<file path="src/rtl/biquad8_pkg.sv">
// Shared types and helpers for the biquad8 coefficient sequencer.
// Holds the FSM state encoding and the shadow address mapping.
package biquad8_pkg;

    localparam int CW_DEFAULT = 18;

    // ST_NEXT names the target-advance decision; it is taken on the GAP/UPDATE
    // exit edge and never occupies a cycle of its own.
    typedef enum logic [2:0] {
        ST_IDLE,
        ST_LOAD,
        ST_GAP,
        ST_UPDATE,
        ST_NEXT,
        ST_DONE
    } seq_state_e;

    function automatic int unsigned shadow_adr(input int unsigned tgt,
                                               input int unsigned idx,
                                               input int unsigned ncoeff);
        return tgt * ncoeff + idx;
    endfunction

endpackage

</file>
<file path="src/rtl/biquad8_coeff_shadow.sv">
// Host-writable shadow register file holding every target's coefficient chain.
// One write port, one combinational read port for the sequencer; resets to zero.
module biquad8_coeff_shadow
    import biquad8_pkg::*;
#(
    parameter int NWORD = 4,
    parameter int CW    = CW_DEFAULT,
    parameter int AW    = 2
) (
    input  logic          clk,
    input  logic          rst_n,
    input  logic          wr_en_i,
    input  logic [AW-1:0] wr_adr_i,
    input  logic [CW-1:0] wr_dat_i,
    input  logic [AW-1:0] rd_adr_i,
    output logic [CW-1:0] rd_dat_o
);

    logic [CW-1:0] mem_q [NWORD];

    // Addresses with no matching word fall through both loops untouched.
    always_ff @(posedge clk or negedge rst_n) begin
        if (!rst_n) begin
            for (int i = 0; i < NWORD; i++) begin
                mem_q[i] <= '0;
            end
        end else if (wr_en_i) begin
            for (int i = 0; i < NWORD; i++) begin
                if (wr_adr_i == AW'(i)) begin
                    mem_q[i] <= wr_dat_i;
                end
            end
        end
    end

    always_comb begin
        rd_dat_o = '0;
        for (int i = 0; i < NWORD; i++) begin
            if (rd_adr_i == AW'(i)) begin
                rd_dat_o = mem_q[i];
            end
        end
    end

endmodule

</file>
<file path="src/rtl/biquad8_coeff_sequencer.sv">
// Coefficient load controller: shifts shadowed chains into up to NTARGET biquad8
// stages over a shared bus, then issues per-target or simultaneous update strobes.
module biquad8_coeff_sequencer
    import biquad8_pkg::*;
#(
    parameter int NCOEFF  = 2,
    parameter int NTARGET = 2,
    parameter int CW      = CW_DEFAULT,
    parameter int AW      = $clog2(NTARGET * NCOEFF)
) (
    input  logic               clk,
    input  logic               rst_n,
    input  logic               wr_i,
    input  logic [AW-1:0]      adr_i,
    input  logic [CW-1:0]      dat_i,
    input  logic               commit_i,
    input  logic [NTARGET-1:0] mask_i,
    input  logic               sync_i,
    output logic               busy_o,
    output logic               done_o,
    output logic               err_o,
    output logic [CW-1:0]      coeff_dat_o,
    output logic [NTARGET-1:0] coeff_wr_o,
    output logic [NTARGET-1:0] coeff_update_o
);

    localparam int TW = (NTARGET > 1) ? $clog2(NTARGET) : 1;
    localparam int IW = (NCOEFF > 1) ? $clog2(NCOEFF) : 1;
    localparam logic [IW-1:0] IDX_LAST = IW'(NCOEFF - 1);

    seq_state_e         state_q;
    logic [TW-1:0]      tgt_q;
    logic [IW-1:0]      idx_q;
    logic [NTARGET-1:0] rem_q;
    logic [NTARGET-1:0] all_q;
    logic               sync_q;
    logic               busy_q;
    logic               done_q;
    logic               err_q;
    logic [NTARGET-1:0] wr_q;
    logic [NTARGET-1:0] upd_q;
    logic [CW-1:0]      dat_q;

    logic [AW-1:0]      rd_adr;
    logic [CW-1:0]      rd_dat;
    logic [TW-1:0]      cmt_tgt;
    logic [TW-1:0]      nxt_tgt;
    logic               commit_ok;

    function automatic logic [TW-1:0] lowest_idx(input logic [NTARGET-1:0] m);
        logic [TW-1:0] r;
        r = '0;
        for (int i = NTARGET - 1; i >= 0; i--) begin
            if (m[i]) r = TW'(i);
        end
        return r;
    endfunction

    function automatic logic [NTARGET-1:0] tgt_bit(input logic [TW-1:0] t);
        return NTARGET'(1) << t;
    endfunction

    // Commit handshake: commit_i is a one-cycle request, taken only while
    // busy_o is low and mask_i is non-zero; there is no back-pressure, a
    // request or shadow write arriving while busy is dropped and flagged on err_o.
    assign commit_ok = commit_i && !busy_q && (mask_i != '0);
    assign cmt_tgt   = lowest_idx(mask_i);
    assign nxt_tgt   = lowest_idx(rem_q);
    assign rd_adr    = AW'(shadow_adr(32'(tgt_q), 32'(idx_q), NCOEFF));

    biquad8_coeff_shadow #(
        .NWORD (NTARGET * NCOEFF),
        .CW    (CW),
        .AW    (AW)
    ) u_shadow (
        .clk      (clk),
        .rst_n    (rst_n),
        .wr_en_i  (wr_i && !busy_q),
        .wr_adr_i (adr_i),
        .wr_dat_i (dat_i),
        .rd_adr_i (rd_adr),
        .rd_dat_o (rd_dat)
    );

    always_ff @(posedge clk or negedge rst_n) begin
        if (!rst_n) begin
            state_q <= ST_IDLE;
            tgt_q   <= '0;
            idx_q   <= '0;
            rem_q   <= '0;
            all_q   <= '0;
            sync_q  <= 1'b0;
            busy_q  <= 1'b0;
            done_q  <= 1'b0;
            err_q   <= 1'b0;
            wr_q    <= '0;
            upd_q   <= '0;
            dat_q   <= '0;
        end else begin
            done_q <= 1'b0;
            upd_q  <= '0;
            // Target registers its CE, so the word follows its strobe by one cycle.
            dat_q  <= (state_q == ST_LOAD) ? rd_dat : '0;
            if (busy_q && (wr_i || commit_i)) begin
                err_q <= 1'b1;
            end
            case (state_q)
                ST_IDLE, ST_DONE: begin
                    state_q <= ST_IDLE;
                    if (commit_ok) begin
                        state_q <= ST_LOAD;
                        tgt_q   <= cmt_tgt;
                        idx_q   <= IDX_LAST;
                        rem_q   <= mask_i & ~tgt_bit(cmt_tgt);
                        all_q   <= mask_i;
                        sync_q  <= sync_i;
                        busy_q  <= 1'b1;
                        wr_q    <= tgt_bit(cmt_tgt);
                        err_q   <= 1'b0;
                    end
                end
                ST_LOAD: begin
                    if (idx_q == '0) begin
                        state_q <= ST_GAP;
                        wr_q    <= '0;
                    end else begin
                        idx_q <= idx_q - IW'(1);
                    end
                end
                ST_GAP: begin
                    if (sync_q && (rem_q != '0)) begin
                        state_q <= ST_LOAD;
                        tgt_q   <= nxt_tgt;
                        idx_q   <= IDX_LAST;
                        rem_q   <= rem_q & ~tgt_bit(nxt_tgt);
                        wr_q    <= tgt_bit(nxt_tgt);
                    end else begin
                        state_q <= ST_UPDATE;
                        upd_q   <= sync_q ? all_q : tgt_bit(tgt_q);
                    end
                end
                ST_UPDATE: begin
                    if (!sync_q && (rem_q != '0)) begin
                        state_q <= ST_LOAD;
                        tgt_q   <= nxt_tgt;
                        idx_q   <= IDX_LAST;
                        rem_q   <= rem_q & ~tgt_bit(nxt_tgt);
                        wr_q    <= tgt_bit(nxt_tgt);
                    end else begin
                        state_q <= ST_DONE;
                        busy_q  <= 1'b0;
                        done_q  <= 1'b1;
                    end
                end
                default: state_q <= ST_IDLE;
            endcase
        end
    end

    assign busy_o         = busy_q;
    assign done_o         = done_q;
    assign err_o          = err_q;
    assign coeff_dat_o    = dat_q;
    assign coeff_wr_o     = wr_q;
    assign coeff_update_o = upd_q;

endmodule

</file>
<file path="config.mk">
export PLATFORM = sky130hd
export DESIGN_NAME = biquad8_coeff_sequencer
export DESIGN_NICKNAME = d
export VERILOG_FILES = /design/src/rtl/biquad8_pkg.sv /design/src/rtl/biquad8_coeff_shadow.sv /design/src/rtl/biquad8_coeff_sequencer.sv
export SDC_FILE = /design/constraint.sdc
export NUM_CORES = 1
export LEC_CHECK = 0
export ABC_AREA = 0
export CAP_MARGIN = 20
export CELL_PAD_IN_SITES_DETAIL_PLACEMENT = 0
export CELL_PAD_IN_SITES_GLOBAL_PLACEMENT = 2
export CORE_MARGIN = 4
export CORE_UTILIZATION = 40
export CTS_BUF_LIST = sky130_fd_sc_hd__clkbuf_4 sky130_fd_sc_hd__clkbuf_8
export CTS_CLUSTER_SIZE = 24
export DETAILED_ROUTE_END_ITERATION = 10
export PLACE_DENSITY = 0.9
export SYNTH_ARGS = -nofsm -noshare
export SYNTH_HDL_FRONTEND = slang
export SYNTH_HIERARCHICAL = 1
export SYNTH_SLANG_ARGS = --single-unit
</file>
<file path="constraint.sdc">
create_clock -name clk -period 1.9 [get_ports clk]
set_input_delay 0.57 -clock clk [delete_from_list [all_inputs] [get_ports clk]]
set_output_delay 0.57 -clock clk [all_outputs]
set_load 0.05 [all_outputs]
</file>
### Yosys cells after proc, flatten, opt, wreduce, memory -nomap -nowiden

Cells that the tools add are included.

* register bits: 107
* input bits: 27
* output and inout port bits: 25
* word-level logic and storage cells: 109

* add/sub/neg operators: 2
* equal/unequal tests: 15
* shifts and indexed selects: 3
* muxes and demuxes: 42
* bitwise logic cells: 4
* reduce and logical (&&, ||, !) cells: 27

Operators by type and width (number)
* $mux 18: 5
* $mux 2: 11
* $mux 1: 18
* $pmux 3 s4: 1
* $ne 2x2->1 const B: 5
* $reduce_and 2->1: 5
* $eq 2x2->1 const B: 4
* $pmux 2 s4: 1
* $reduce_and 4->1: 2
* $eq 3x2->1 const B: 2
* $logic_and 1x1->1: 6
* $mux 3: 2
* $pmux 2 s3: 1
* $reduce_bool 2->1: 3
* $shl 1x1->2 const A: 3
* $reduce_and 5->1: 1
* $and 2x2->2: 2
* $eq 2x1->1 const B: 2
* $logic_not 2->1: 2
* $not 2->2: 2
* $pmux 1 s4: 1
* $reduce_bool 4->1: 1
* $eq 3x1->1 const B: 1
* $eq 3x3->1 const B: 1
* 10 further kinds: 11

### Depth between registers and ports, before layout

Gate-level depths: netlist of run 1.

* depth after elaboration: 7
* depth in mapped cells: 6
* gate-level depth less buffers: 4

### Hierarchy

The synthesis of run 1 kept the hierarchy.

Modules (own cells, without submodules)
* biquad8_coeff_shadow: times used 1, cells an instance 175, area an instance 3126.7 sq um, sequential area each 1801.7 sq um
* biquad8_coeff_sequencer: times used 1, cells an instance 125, area an instance 1486.4 sq um, sequential area each 875.8 sq um

### Least setup slack after synthesis of run 1

OpenSTA, ideal clock, no wires.

* kind: register -> register
* start: register busy_q (netlist: busy_o)
* end: register u_shadow/mem_q[54] (netlist bit)
* library setup time: 0.125 ns
* data arrival time: 1.778 ns
* required time: 1.775 ns
* setup slack: -0.003 ns
* stages on the path, launching flop included: 6
* buffers on the path: 2
* period minus slack after synthesis: 1.903 ns
* path through: dfrtp_1 nor2b_1 nor3b_1 buf_4 buf_6 mux2_2

* longest elaborated chain between the ends: 3

RTL lines
* start: declaration: RTL line biquad8_coeff_sequencer.sv:37 `logic busy_q;`
* start signal: assignment: RTL line biquad8_coeff_sequencer.sv:93 `busy_q <= 1'b0;`
* start signal: assignment: RTL line biquad8_coeff_sequencer.sv:117 `busy_q <= 1'b1;`
* start signal: assignment: RTL line biquad8_coeff_sequencer.sv:151 `busy_q <= 1'b0;`
* $logic_not 1->1: RTL line biquad8_coeff_sequencer.sv:78 `.wr_en_i (wr_i && !busy_q),`
* $logic_and 1x1->1: RTL line biquad8_coeff_sequencer.sv:78
* $reduce_and 2->1 (no line)
* end signal: indexed assignment: RTL line biquad8_coeff_shadow.sv:30 `mem_q[i] <= wr_dat_i;`
* end: declaration: RTL line biquad8_coeff_shadow.sv:19 `logic [CW-1:0] mem_q [NWORD];`

Every way passes these cells.
A chain may end at the register's enable or synchronous reset.

### Worst setup path after layout of run 1

* start: input commit_i
* end: register all_q[1]

* longest elaborated chain between the ends: 3

RTL lines
* start: declaration: RTL line biquad8_coeff_sequencer.sv:16 `input logic commit_i,`
* $logic_and 1x1->1 (2 in a row): RTL line biquad8_coeff_sequencer.sv:66 `assign commit_ok = commit_i && !busy_q && (mask_i != '0);`
* $reduce_and 2->1 (no line)
* end signal: assignment: RTL line biquad8_coeff_sequencer.sv:115 `all_q <= mask_i;`
* end: declaration: RTL line biquad8_coeff_sequencer.sv:35 `logic [NTARGET-1:0] all_q;`

Every way passes these cells.

==> results of run 1 <==
## layer usage
metal  routed length [um]  vias to the layer above  global-route usage
met5                    0                        -                   0
met4                  149                        0              0.0571
met3                  227                        9              0.0237
met2                 4510                       31               0.245
met1                 3930                     1364               0.187
li1                     -                     1220                   -
## worst max path at each step
stage	end	slack, ns	start	cells past startpoint
after floorplan	u_shadow/mem_q[54]$_DFFE_PN0P_	0.08	busy_o$_DFFE_PN0P_	5
after global placement	sync_q$_DFFE_PN0P_	-0.21	commit_i	5
after detailed placement	all_q[1]$_DFFE_PN0P_	-0.24	commit_i	5
after CTS	all_q[1]$_DFFE_PN0P_	0.16	commit_i	5
after global routing	all_q[1]$_DFFE_PN0P_	0.1	commit_i	5
final	all_q[1]$_DFFE_PN0P_	0.14	commit_i	5
## final cells by class
cell class / instances / area, um^2 / area share
Tap cell: 140 / 175 / 0.0311
Inverter: 5 / 18.8 / 0.00334
Sequential cell: 107 / 2680 / 0.476
Multi-Input combinational cell: 172 / 1810 / 0.322
Clock inverter: 5 / 82.6 / 0.0147
Clock buffer: 11 / 145 / 0.0258
Timing Repair Buffer: 75 / 713 / 0.127
## power breakdown
group	switching [mW]	total [mW]	internal, mW
Sequential	0.607	3.96	3.36
Combinational	1.92	3.88	1.96
Clock	0.755	1.56	0.801
## cells by family (layout without fill, tap and decap cells)
group	after synthesis	count (layout)	synth area share
AO/OA/AOI/OAI	21	21	0.0339
multiplexers	95	95	0.275
XOR/XNOR	2	2	0.00543
buffers and inverters	21	96	0.0293
AND/OR/NAND/NOR	54	54	0.0759
flip-flops	107	107	0.580
## registers in the layout, indices dropped and copies added (netlist names)
signal,flops
tgt_q,1
u_shadow/mem_q,72
sync_q,1
rem_q,2
state_q,3
idx_q,1
coeff_wr_o,2
coeff_dat_o,18
busy_o,1
done_o,1
all_q,2
err_o,1
coeff_update_o,2
## per-stage QoR
| step | cells | total power [mW] | hold WS [ns] | setup WS (ns) | utilization |
|---|---|---|---|---|---|
| detailed placement | 499 | 7.97 | 0.488 | -0.241 | 0.487 |
| global route | 515 | 9.99 | 0.100 | 0.0972 | 0.508 |
| global placement | 499 | 7.83 | 0.482 | -0.210 | 0.487 |
| CTS | 515 | 9.54 | 0.0890 | 0.160 | 0.508 |
| finish | 515 | 9.40 | 0.0970 | 0.142 | 0.508 |
| floorplan | 300 | 6.80 | 0.274 | 0.0821 | - |
## cell usage in the layout (no fill, tap or decap), types with 2 or more instances in the layout
cell / instances
dfrtp_1: 107
mux2_2: 72
buf_4: 43
clkdlybuf4s50_1: 25
and2_1: 18
mux4_2: 18
nor2_1: 10
clkbuf_8: 10
buf_12: 7
inv_1: 5
nor3_1: 4
o21ai_0: 3
nand2_1: 3
a21oi_1: 3
mux2i_1: 3
nor3b_2: 2
nand2b_4: 2
or3_1: 2
o21ai_1: 2
o31ai_1: 2
mux2_1: 2
o22ai_1: 2
bufinv_16: 2
inv_6: 2
nand3b_2: 2
## worst max-delay path, cell delays in order
cell,delay [ns]
clkdlybuf4s50_1,0.52
nand2b_4,0.06
or3_4,0.40
nor2_4,0.12
mux2_1,0.34
==> key figures, run 1 <==
Worst setup path
  • FF-to-FF Start: busy_o$_DFFE_PN0P_
  • Critical Path Start Type: primary input
  • Reg2reg setup slack: 0.29 ns
  • Critical path class: in2reg
  • CP arrival: 2.01 ns
  • Worst-path fanout max: 3
  • Reg2Reg Depth: 4
  • Worst R2R End: all_q[1]$_DFFE_PN0P_
  • Crit end category: flop
  • Worst EP required: ~2.2 ns

Pwr
  • P per Cell Area: ~1700 nW/um^2
  • P_leak: between 2 and 2.5 nW
  • Worst VDD drop: between 0.7 and 0.8 mV

Clocking
  • Post-CTS Resized: 0
  • Htree depth: 3
  • CTS Buf Count: 9
  • Post-CTS setup buffers: 0
  • Clk sinks: 107
  • Skew-Pair Late Insertion Delay: 0.36 ns
  • Root buf cell: clkbuf_8
  • Hold_buf cts: 0
  • Clock buffer depth: 2
  • Clk slew on worst S/H paths: 0.10 ns
  • CTS tree: yes

STA
  • RSZ-0062 raised after global routing: no
  • Slew headroom: 0.712
  • Final setup fails: 0
  • Clk_skew: approximately 0.011 ns
  • Final Max Tran Viols: 0
  • Post-route clock period utilization: 0.925
  • Measured slew at the worst slew-check pin: 0.432 ns
  • Hold Fails Final Rpt: 0
  • Fmax: 569 MHz
  • Setup TNS: 0 ns
  • Min Tclk post-route: 1.76 ns

Synth
  • Synth cell count leaders: 107 x dfrtp_1, 72 x mux2_2, 18 x and2_1, 18 x mux4_2, 10 x nor2_1
  • Synth warnings: 6
  • Asr flop ratio synth: 1.00
  • Sequential share of the synthesized area: 0.580
  • Share of the synthesized area in the top cell type: 0.580
  • EDFF count, synth: 0
  • Yosys reg bits: 107
  • Most frequent cell after synthesis: dfrtp_1
  • Synthesized instance count: 300
  • Post-Syn Area per Cell: 15.4 um^2
  • Top cell type by total area after synthesis: dfrtp_1
  • Largest cells by area after synthesis: dfrtp_1 58%, mux2_2 18%, mux4_2 8.8%
  • Net Count, Synth: 327
  • Top FF cell, synth: dfrtp_1
  • Mapped cell area: 4610 um^2
  • Distinct cells, synth: 45

Route
  • Final WL: a little under 9000 um
  • DRC: 0
  • Via count: 2624
  • Post-DR vias/cell: 5.10
  • Wire per inst: 17.1 um
  • Iter 0 DRT Violations: 89
  • DRT Pass-1 Iters: 3
  • Routed Antenna Nets: 0

Global route
  • Vias in the first global route: approximately 2.9k
  • Largest net degree at the start of global routing: 39
  • Overflow after GRT: 0
  • GRT Resource Usage Total: 0.145
  • Global-route wire length before repair: 14700 um
  • Initial antenna violation count: 0

Place
  • Routability cong.: 0.730
  • DP Area: 5400 um^2
  • Port bufs: 51
  • Placed wire-length estimate: 6090 um

Run
  • Max Cap Violations: 0

Finish
  • Diode count: 0
  • Finished Cell Area: approximately 5600 um^2
  • Layout cells sized above 1: 0.456
  • FILL cells: ~940
  • Nets: 397
  • Layout area overhead: 21.9%

Hold path
  • Min-Delay Path Class: in2async

Die
  • Initial Utilization: 0.416
  • I/O pins: between 50 and 60
  • Cell Rows: 38
  • Die Y: 115 um
  • Core Footprint: 11100 um^2
  • DIE WIDTH: 115 um
  • Die ar.: 13300 um^2

Outcome
  • Status: finished clean
Power figures use the tool's default switching activity.
==> run 2: changes to the inputs <==
--- a/config.mk
+++ b/config.mk
@@ -19,3 +19,4 @@
 export SYNTH_HDL_FRONTEND = slang
 export SYNTH_HIERARCHICAL = 1
 export SYNTH_SLANG_ARGS = --single-unit
+export TNS_END_PERCENT = 1
==> results of run 2 <==
No change in the layout: final DEF, timing and power equal those of run 1.
